[src/rtl/assoc_search_unit.sv]
// -----------------------------------------------------------------------------
// assoc_search_unit
//
// Sequential associative-search engine for a 2^AWIDTH-word store. An accepted
// START latches a key and an inclusive address window [BASE..LAST]. The engine
// then reads the store one word at a time through a synchronous read port
// (data returns the cycle after RD_EN) and compares each word against the key
// using full-width equality. The first match in scan order is reported. If
// nothing matches, not-found is reported. Either result comes with a
// one-cycle DONE pulse. A window with LAST < BASE wraps through the top of
// the address space.
//
// Ports
//   CLK         system clock, all state changes on the rising edge
//   RST         synchronous reset, active-high
//   START       begin a search (sampled only in IDLE)
//   ABORT       cancel a search in progress (FETCH or COMPARE)
//   KEY         search key, latched on accepted START
//   BASE        first address of the window, latched on accepted START
//   LAST        final address of the window (inclusive), latched on START
//   RD_EN       store read strobe
//   RD_ADDR     store read address (holds while RD_EN is low)
//   RD_DATA     store read data, valid the cycle after RD_EN
//   BUSY        high while in FETCH or COMPARE
//   DONE        one-cycle completion pulse
//   FOUND       result flag, match found
//   MATCH_ADDR  address of the first match
// -----------------------------------------------------------------------------
module assoc_search_unit #(
   parameter int WIDTH  = 8,
   parameter int AWIDTH = 9
) (
   input  logic              CLK,
   input  logic              RST,
   input  logic              START,
   input  logic              ABORT,
   input  logic [WIDTH-1:0]  KEY,
   input  logic [AWIDTH-1:0] BASE,
   input  logic [AWIDTH-1:0] LAST,
   output logic              RD_EN,
   output logic [AWIDTH-1:0] RD_ADDR,
   input  logic [WIDTH-1:0]  RD_DATA,
   output logic              BUSY,
   output logic              DONE,
   output logic              FOUND,
   output logic [AWIDTH-1:0] MATCH_ADDR
);

   typedef enum logic [1:0] {
      ST_IDLE    = 2'd0,
      ST_FETCH   = 2'd1,
      ST_COMPARE = 2'd2,
      ST_FINISH  = 2'd3
   } state_t;

   // The equality comparator driven by this engine: every bit must agree.
   function automatic logic key_equal(input logic [WIDTH-1:0] a,
                                      input logic [WIDTH-1:0] b);
      key_equal = (a == b);
   endfunction

   localparam logic [AWIDTH-1:0] ADDR_ONE  = {{(AWIDTH-1){1'b0}}, 1'b1};
   localparam logic [AWIDTH-1:0] ADDR_ZERO = {AWIDTH{1'b0}};
   localparam logic [WIDTH-1:0]  KEY_ZERO  = {WIDTH{1'b0}};

   state_t            state_r, state_nxt_s;
   logic [WIDTH-1:0]  key_r, key_nxt_s;
   logic [AWIDTH-1:0] last_r, last_nxt_s;
   // Current scan address; it is also the read address presented to the store,
   // so it naturally holds while RD_EN is low.
   logic [AWIDTH-1:0] addr_r, addr_nxt_s;
   logic              rd_en_r, rd_en_nxt_s;
   logic              busy_r, busy_nxt_s;
   logic              done_r, done_nxt_s;
   logic              found_r, found_nxt_s;
   logic [AWIDTH-1:0] match_addr_r, match_addr_nxt_s;

   // Next-state and next-output decode; all outputs are registered from these.
   always_comb begin
      state_nxt_s      = state_r;
      key_nxt_s        = key_r;
      last_nxt_s       = last_r;
      addr_nxt_s       = addr_r;
      rd_en_nxt_s      = 1'b0;
      busy_nxt_s       = 1'b0;
      done_nxt_s       = 1'b0;
      found_nxt_s      = found_r;
      match_addr_nxt_s = match_addr_r;

      case (state_r)
         ST_IDLE: begin
            // START beats a simultaneous ABORT; ABORT is meaningless here.
            if (START) begin
               key_nxt_s        = KEY;
               last_nxt_s       = LAST;
               addr_nxt_s       = BASE;
               found_nxt_s      = 1'b0;
               match_addr_nxt_s = ADDR_ZERO;
               rd_en_nxt_s      = 1'b1;
               busy_nxt_s       = 1'b1;
               state_nxt_s      = ST_FETCH;
            end else begin
               state_nxt_s = ST_IDLE;
            end
         end

         ST_FETCH: begin
            if (ABORT) begin
               state_nxt_s = ST_IDLE;
            end else begin
               busy_nxt_s  = 1'b1;
               state_nxt_s = ST_COMPARE;
            end
         end

         ST_COMPARE: begin
            // ABORT wins even when the word just returned matches.
            if (ABORT) begin
               state_nxt_s = ST_IDLE;
            end else if (key_equal(RD_DATA, key_r)) begin
               found_nxt_s      = 1'b1;
               match_addr_nxt_s = addr_r;
               done_nxt_s       = 1'b1;
               state_nxt_s      = ST_FINISH;
            end else if (addr_r == last_r) begin
               found_nxt_s = 1'b0;
               done_nxt_s  = 1'b1;
               state_nxt_s = ST_FINISH;
            end else begin
               // Natural AWIDTH-bit overflow gives the wrap to address 0.
               addr_nxt_s  = addr_r + ADDR_ONE;
               rd_en_nxt_s = 1'b1;
               busy_nxt_s  = 1'b1;
               state_nxt_s = ST_FETCH;
            end
         end

         ST_FINISH: begin
            state_nxt_s = ST_IDLE;
         end

         default: begin
            state_nxt_s = ST_IDLE;
         end
      endcase
   end

   // State and output registers with synchronous reset.
   always_ff @(posedge CLK) begin
      if (RST) begin
         state_r      <= ST_IDLE;
         key_r        <= KEY_ZERO;
         last_r       <= ADDR_ZERO;
         addr_r       <= ADDR_ZERO;
         rd_en_r      <= 1'b0;
         busy_r       <= 1'b0;
         done_r       <= 1'b0;
         found_r      <= 1'b0;
         match_addr_r <= ADDR_ZERO;
      end else begin
         state_r      <= state_nxt_s;
         key_r        <= key_nxt_s;
         last_r       <= last_nxt_s;
         addr_r       <= addr_nxt_s;
         rd_en_r      <= rd_en_nxt_s;
         busy_r       <= busy_nxt_s;
         done_r       <= done_nxt_s;
         found_r      <= found_nxt_s;
         match_addr_r <= match_addr_nxt_s;
      end
   end

   assign RD_EN      = rd_en_r;
   assign RD_ADDR    = addr_r;
   assign BUSY       = busy_r;
   assign DONE       = done_r;
   assign FOUND      = found_r;
   assign MATCH_ADDR = match_addr_r;

   assoc_search_unit_chk u_chk (
      .clk   (CLK),
      .rst   (RST),
      .busy  (busy_r),
      .rd_en (rd_en_r),
      .done  (done_r)
   );

endmodule

// -----------------------------------------------------------------------------
// assoc_search_unit_chk
//
// Protocol properties of the search engine outputs.
// Ports
//   clk, rst   clock and synchronous reset of the engine
//   busy       engine BUSY output
//   rd_en      engine RD_EN output
//   done       engine DONE output
// -----------------------------------------------------------------------------
module assoc_search_unit_chk (
   input logic clk,
   input logic rst,
   input logic busy,
   input logic rd_en,
   input logic done
);

   // A read strobe only occurs while a search is in progress.
   rd_en_busy_a : assert property (@(posedge clk) disable iff (rst)
      rd_en |-> busy);

   // Completion is reported outside the busy window.
   done_not_busy_a : assert property (@(posedge clk) disable iff (rst)
      done |-> !busy);

   // DONE is a single-cycle pulse.
   done_pulse_a : assert property (@(posedge clk) disable iff (rst)
      done |=> !done);

endmodule

[config.mk]
export PLATFORM = sky130hd
export DESIGN_NAME = assoc_search_unit
export DESIGN_NICKNAME = d
export VERILOG_FILES = /design/src/rtl/assoc_search_unit.sv
export SDC_FILE = /design/constraint.sdc
export NUM_CORES = 1
export LEC_CHECK = 0
export CORE_UTILIZATION = 50
export CTS_BUF_LIST = sky130_fd_sc_hd__clkbuf_16
export DETAILED_ROUTE_END_ITERATION = 6
export PLACE_DENSITY = 0.83
export SETUP_SLACK_MARGIN = 0.1
export SLEW_MARGIN = 20
export SYNTH_ARGS = -nofsm -noshare
export SYNTH_HDL_FRONTEND = slang
export SYNTH_SLANG_ARGS = --single-unit
export TNS_END_PERCENT = 20
[constraint.sdc]
create_clock -name CLK -period 3.5 [get_ports CLK]
set_clock_uncertainty 0.1 [all_clocks]
set_input_delay 0.7 -clock CLK [delete_from_list [all_inputs] [get_ports CLK]]
set_output_delay 0.7 -clock CLK [all_outputs]
set_load 0.03 [all_outputs]
# Yosys cells after proc, flatten, opt, wreduce, memory -nomap -nowiden
# Index checks and enable logic that the tools add are counted.
# classes
add_sub_neg	1
n_eq_ne	11
mux	29
bitwise_logic	1
reduce_logical	7
# ops
cell	n
$mux 9	7
$pmux 9 s2	2
$mux 1	12
$ne 2x2->1 const B	5
$add 9x1->9 const B	1
$eq 9x9->1	1
$eq 8x8->1	1
$mux 2	4
$pmux 2 s4	1
$reduce_and 4->1	2
$reduce_and 5->1	1
$eq 2x2->1 const B	2
$pmux 1 s2	2
$ne 3x3->1 const B	1
$pmux 1 s3	1
$reduce_or 3->1	1
$eq 2x1->1 const B	1
$logic_not 2->1	1
$reduce_and 2->1	1
$reduce_bool 2->1	1
$not 1->1	1
# totals
register_bits	41
inputBits	38
out_inout_bits	22
elab_cells	58

# Depth between registers and ports, before layout
# Gate-level depths: netlist (run 1).
# depth
word_depth	5
mapped_depth	7

# Worst setup path after synthesis (run 1)
# Ideal clock, no wire load.
# synth_path
kind	in2reg
from	in RD_DATA[7]
to	reg addr_r[5] (netlist: RD_ADDR[5])
arrival_ps	1798
t_required_ps	3314
slack_ps	1516
cell_stages	6
path_buffers	1
path_cell_list	xnor2_1 nand4_2 o31ai_4 buf_6 nor2_4 a221oi_2
# synth_between
elab_chain_len	3
# synth_rtl
item	line_no	text
start: declaration	42	input logic [WIDTH-1:0] RD_DATA,
$eq 8x8->1	59	key_equal = (a == b);
$ne 2x2->1 (no line)	-	
$reduce_and 5->1 (no line)	-	
end signal: assignment	164	addr_r <= addr_nxt_s;
end: declaration	71	logic [AWIDTH-1:0] addr_r, addr_nxt_s;
# Every way passes these cells.
# A chain may end at the register's enable or synchronous reset.

# Final worst setup path (run 1)
# layout_path
from	in RD_DATA[2]
to	reg addr_r[4] (netlist: RD_ADDR[4])
# The elaborated chain is that of the path after synthesis.

==> run metrics, run 1 <==
Register Area 821 µm²; most common cell after layout, fill and taps aside clkdlybuf4s50_1; #FFs+latches synth slightly above 40; Worst R2R Start state_r[0]; CTS Sinks 41; Final Max Tran Viols 0; CP Launch Type input port; largest net degree at the start of global routing 28; Via density 5.49; Detail Placement HPWL 3590 µm; post-route setup slack 946 ps; fraction of layout cells with a size suffix above 1 7.92%; type of the worst setup path in -> reg; Final Cycle Share between 70% and 80%; worst hold path startpoint key_r[3]; ANT cells 0; Worst path max stage delay between 600 and 700 ps; Critical Path RT approximately 3500 ps; Slowest-stage cell, CP o31ai_4; CP Buf/Inv Count 1; Synth async-reset ratio 0%; # rows 23; most frequent cells in the layout clkdlybuf4s50_1, nand2_1, dfxtp_1, a21oi_1, xnor2_1; 1st-pass router iterations 4; Inserted Clock Buffers 5; critical path arrival roughly 2600 ps; FMAX 392 MHz; IO Pins 60; die boundary width roughly 66 µm; Worst setup EP type register; Placer Congestion 0.788; post-synthesis sequential area ratio 39.7%; Initial DRC Count 180; antenna violations before repair 0; die area 4400 µm²; Peak VDD IR 0.322 mV; GR Util All Layers between 20% and 30%; Final Hold Fails 0; PostCTS Resize Cnt 0; total grt overflow 0; clock buffer depth 2; Syn Std Cell Area 2070 µm²; H-tree Lvls 2; Area Overhead vs Synth 37.0%; CP cell instances clkdlybuf4s50_1, xnor2_1, nand4_2, o31ai_4, or2_1, o32ai_1; CP delay by family, top compound AO/OA/AOI/OAI gates; die height roughly 66 µm; DR DRC count 0; slew margin rel. 28.4%; power per cell area ~470 nW/µm²; drt wl/cell 14.7 µm; RSZ-0062 raised after global routing false; Starting Density 52.1%; cts hold-fix bufs 0; worst slew pin tran about 1100 ps; vias in the first global route 1786; post-route ant nets 0; core box area a little under 4000 µm²; R2R Setup Slk 1120 ps; CP max FO 16; ys flop type dfxtp_1; CTS Root Cell clkbuf_16; reg2reg end RD_ADDR[0]; Post-Syn Nets 290; Setup Total Neg Slack 0 ps; Worst R2R Path Depth 4; HP Class reg -> reg; hold path depth 2; Post-synth EDFFs 0; Final Critical Period 2550 ps; Clk pin slew, worst setup/hold paths 60 ps; Post-Syn Instances ~250; Mean Syn Cell Area 8.24 µm²; setup slack at placement about 660 ps; Leakage Power 0.986 nW; status completed; Skew-Pair Late Insertion Delay about 290 ps; CTS tree yes; # Post-CTS Setup Buffers 0; total number of vias 1939; Unique masters post-synth 46; fin nets approximately 340; first-pass GRT wire length 8490 µm; CP Depth 6; filler cell count 319; footprint of the multi-input gates 1130 µm²; Synth warnings 0; IO buf count 59; wirelength, routed 5200 µm; Hold EP key_r[3]; final setup fails 0; # Max-Cap Violations 0
cell type report:
cell class                      count  share of cell area (%)
Timing Repair Buffer               62                    21.6
Tap cell                           50                    2.21
Multi-Input combinational cell    188                    40.0
Sequential cell                    41                    29.0
Clock inverter                      3                    2.30
Inverter                            4                   0.530
Clock buffer                        5                    4.42
kinds of logic after synthesis:
family	share of synthesized area, %
xor gates and xnor gates	7.99
DFF	39.7
and+or+nand+nor	24.2
AOI/OAI and AO/OA	21.5
adders and majority gates	0.605
buffers and inverters	5.57
muxes	0.484
per-stage QoR:
stage	cells	total power [mW]	hold slack, ps	utilization (%)	cell area, µm²
after floorplan	251	0.658	349	-	2070
after global placement	345	0.738	356	66.6	2640
after detailed placement	345	0.744	364	66.6	2640
after CTS	353	1.33	372	71.4	2830
after global routing	353	1.38	393	71.4	2830
final	353	1.33	372	71.4	2830
per-layer routing:
metal,up-vias,track usage (%),routed length [µm]
li1,972,-,-
met2,57,44.5,2630
met3,6,6.21,271
met4,0,7.18,54
met1,904,32.1,2240
met5,-,0,0
how the worst max path moves through the flow:
stage / startpoint / endpoint / slack (ps)
3_5_place_dp: RD_DATA[2] / RD_ADDR[4] / 660
6_report: RD_DATA[2] / RD_ADDR[4] / 950
2_1_floorplan: RD_DATA[7] / RD_ADDR[5] / 1520
4_1_cts: RD_DATA[2] / RD_ADDR[4] / 930
3_3_place_gp: RD_DATA[4] / RD_ADDR[4] / 740
5_1_grt: RD_DATA[2] / RD_ADDR[4] / 810
registers in the layout (all words and copies together), names as in the netlist:
name,count
RD_ADDR,9
RD_EN,1
BUSY,1
MATCH_ADDR,9
last_r,9
key_r,8
DONE,1
state_r,2
FOUND,1
synth_stat cells (2+ instances only):
master | instances | share of area [%]
nand4_1 | 3 | 0.91
a21oi_1 | 36 | 8.7
nand2_1 | 49 | 8.9
nor2_1 | 11 | 2.0
o21ai_0 | 13 | 3.1
nand2b_1 | 5 | 1.5
nand4_2 | 2 | 1.2
dfxtp_1 | 41 | 40
nor2b_1 | 2 | 0.60
o21ai_1 | 2 | 0.48
o31ai_1 | 3 | 1.1
o32ai_1 | 2 | 0.85
nor3_1 | 4 | 0.97
xnor2_1 | 16 | 6.8
a221oi_2 | 2 | 1.5
o21a_1 | 2 | 0.73
buf_6 | 3 | 1.6
or3_1 | 6 | 1.8
nand3_1 | 5 | 1.2
clkbuf_1 | 9 | 1.6
inv_1 | 4 | 0.73
buf_2 | 5 | 1.2
a211oi_1 | 3 | 1.1
where the power goes:
part	leakage [nW]	internal, mW	switching [mW]
registers	0.335	0.491	0.0319
clock network	0.0938	0.407	0.187
logic	0.557	0.107	0.108
total	0.986	1.01	0.326
worst register-to-register path: stages (launching register included):
cell and delay [ps]:
dfxtp_1 520, nand2b_1 670, o31ai_4 300, or4_1 570
a21oi_1 150
No activity file was read; power rests on OpenSTA's default activity.
==> run 2, diff against run 1 <==
- CORE_UTILIZATION: 50 -> 43
- PLACE_DENSITY: 0.83 -> 0.75
- clock period: 3.5 -> 2.1 ns (I/O delays scaled with it)
==> run 2 against run 1 <==
Against the previous run: the run now ends with DRC left; sequential power grew 65%; critical path depth shrank 5; clock power grew 19%; cell count grew 4.0%; largest cell class unchanged; register-to-register slack lost 870 ps; clock-buffer cell count is the same.
==> run metrics, run 2 (synthesis gave the netlist of run 1 again) <==
GR Util All Layers between 20% and 30%; ANT cells 0; Final Max Tran Viols 0; final setup fails 0; status finished, violations left; slew margin rel. 67.2%; Slowest-stage cell, CP clkdlybuf4s50_1; drt wl/cell 13.9 µm; FMAX 496 MHz; post-route ant nets 0; Worst R2R Path Depth 6; Skew-Pair Late Insertion Delay 280 ps; Final Critical Period between 2000 and 2500 ps; Area Overhead vs Synth 40.5%; CP Depth 1; die height between 70 and 80 µm; largest net degree at the start of global routing 29; Initial DRC Count roughly 190; CP delay by family, top buffers and inverters; power per cell area ~670 nW/µm²; R2R Setup Slk 250 ps; total number of vias ~2.0k; Post-Place Cell Area 2770 µm²; 1st-pass router iterations 7; type of the worst setup path reg -> out; CTS Sinks 41; most frequent cells in the layout clkdlybuf4s50_1, nand2_1, dfxtp_1, a21oi_1, xnor2_1; CP cell instances clkdlybuf4s50_1; Final Cycle Share a little over nine tenths; worst slew pin tran slightly below 500 ps; Worst setup EP type output pin; Starting Density 46.2%; core box area around 4500 µm²; failing checks DRC; Clk pin slew, worst setup/hold paths 60 ps; Worst path max stage delay 730 ps; die area 5090 µm²; total grt overflow 0; CP max FO 7; # rows 24; IO buf count 59; RSZ-0062 raised after global routing true; Detail Placement HPWL 3760 µm; H-tree Lvls 2; DR DRC count 4; IO Pins 60; Fin Hold WS 366 ps; CP Buf/Inv Count 1; Finished Core Util 64.9%; hold path depth 2; Final Hold Fails 0; Leakage Power 1.07 nW; Peak VDD IR 0.456 mV; die boundary width roughly 70 µm; most common cell after layout, fill and taps aside clkdlybuf4s50_1; vias in the first global route roughly 1.8k; wirelength, routed just over 5000 µm; critical path arrival 1500 ps; HP Class reg -> reg; fraction of layout cells with a size suffix above 1 10.8%; cts hold-fix bufs 0; fin nets 354; design area 2910 µm²; clock buffer depth 2; Placer Congestion 0.836; CP Launch Type register; antenna violations before repair 0; CTS tree yes; Critical Path RT 1580 ps; first-pass GRT wire length ~8400 µm; Inserted Clock Buffers 5; Via density 5.38; CTS Root Cell clkbuf_16; # Max-Cap Violations 0
## run 2: cell type report
cell class / count / area (µm²)
fillers: 412 / 1570
multi-input cells: 188 / 1130
well taps: 52 / 65.1
repair buffers: 75 / 739
clock inverters: 2 / 7.51
clock buffers: 5 / 125
flip-flops and latches: 41 / 821
inverters: 4 / 15.0
## run 2: through the flow
stage	TNS [ps]	std cells	setup WS [ps]	total power, mW
final	0	367	83.8	1.95
after detailed placement	-1630	360	-144	1.27
after global placement	-1060	360	-133	1.26
after floorplan	0	251	242	1.10
after CTS	0	367	65.3	1.96
after global routing	0	367	47.5	2.04
## run 2: where the power goes
group          switching, mW  internal, mW  leakage, nW
combinational          0.187         0.200        0.667
sequential            0.0440         0.818        0.335
clock                  0.281         0.425       0.0685
## run 2: worst paths after layout
kind / from / to
max: RD_ADDR[1] / RD_ADDR[1]
min: key_r[0] / key_r[0]
max reg2reg: state_r[0] / RD_ADDR[3]
min reg2reg: key_r[0] / key_r[0]
## run 2: what timing repair did
item	4_1_cts	5_1_grt
setup endpoints to repair	4	12
resized for setup	1	2
buffers inserted	0	0
## run 2: metal layers
| layer | part of all wire (%) | vias up | GRT usage (%) |
|---|---|---|---|
| li1 | - | 996 | - |
| met1 | 46 | 910 | 29.3 |
| met2 | 48 | 64 | 32.7 |
| met3 | 5.9 | 3 | 5.06 |
| met4 | 0.53 | 0 | 6.22 |
| met5 | 0 | - | 0 |
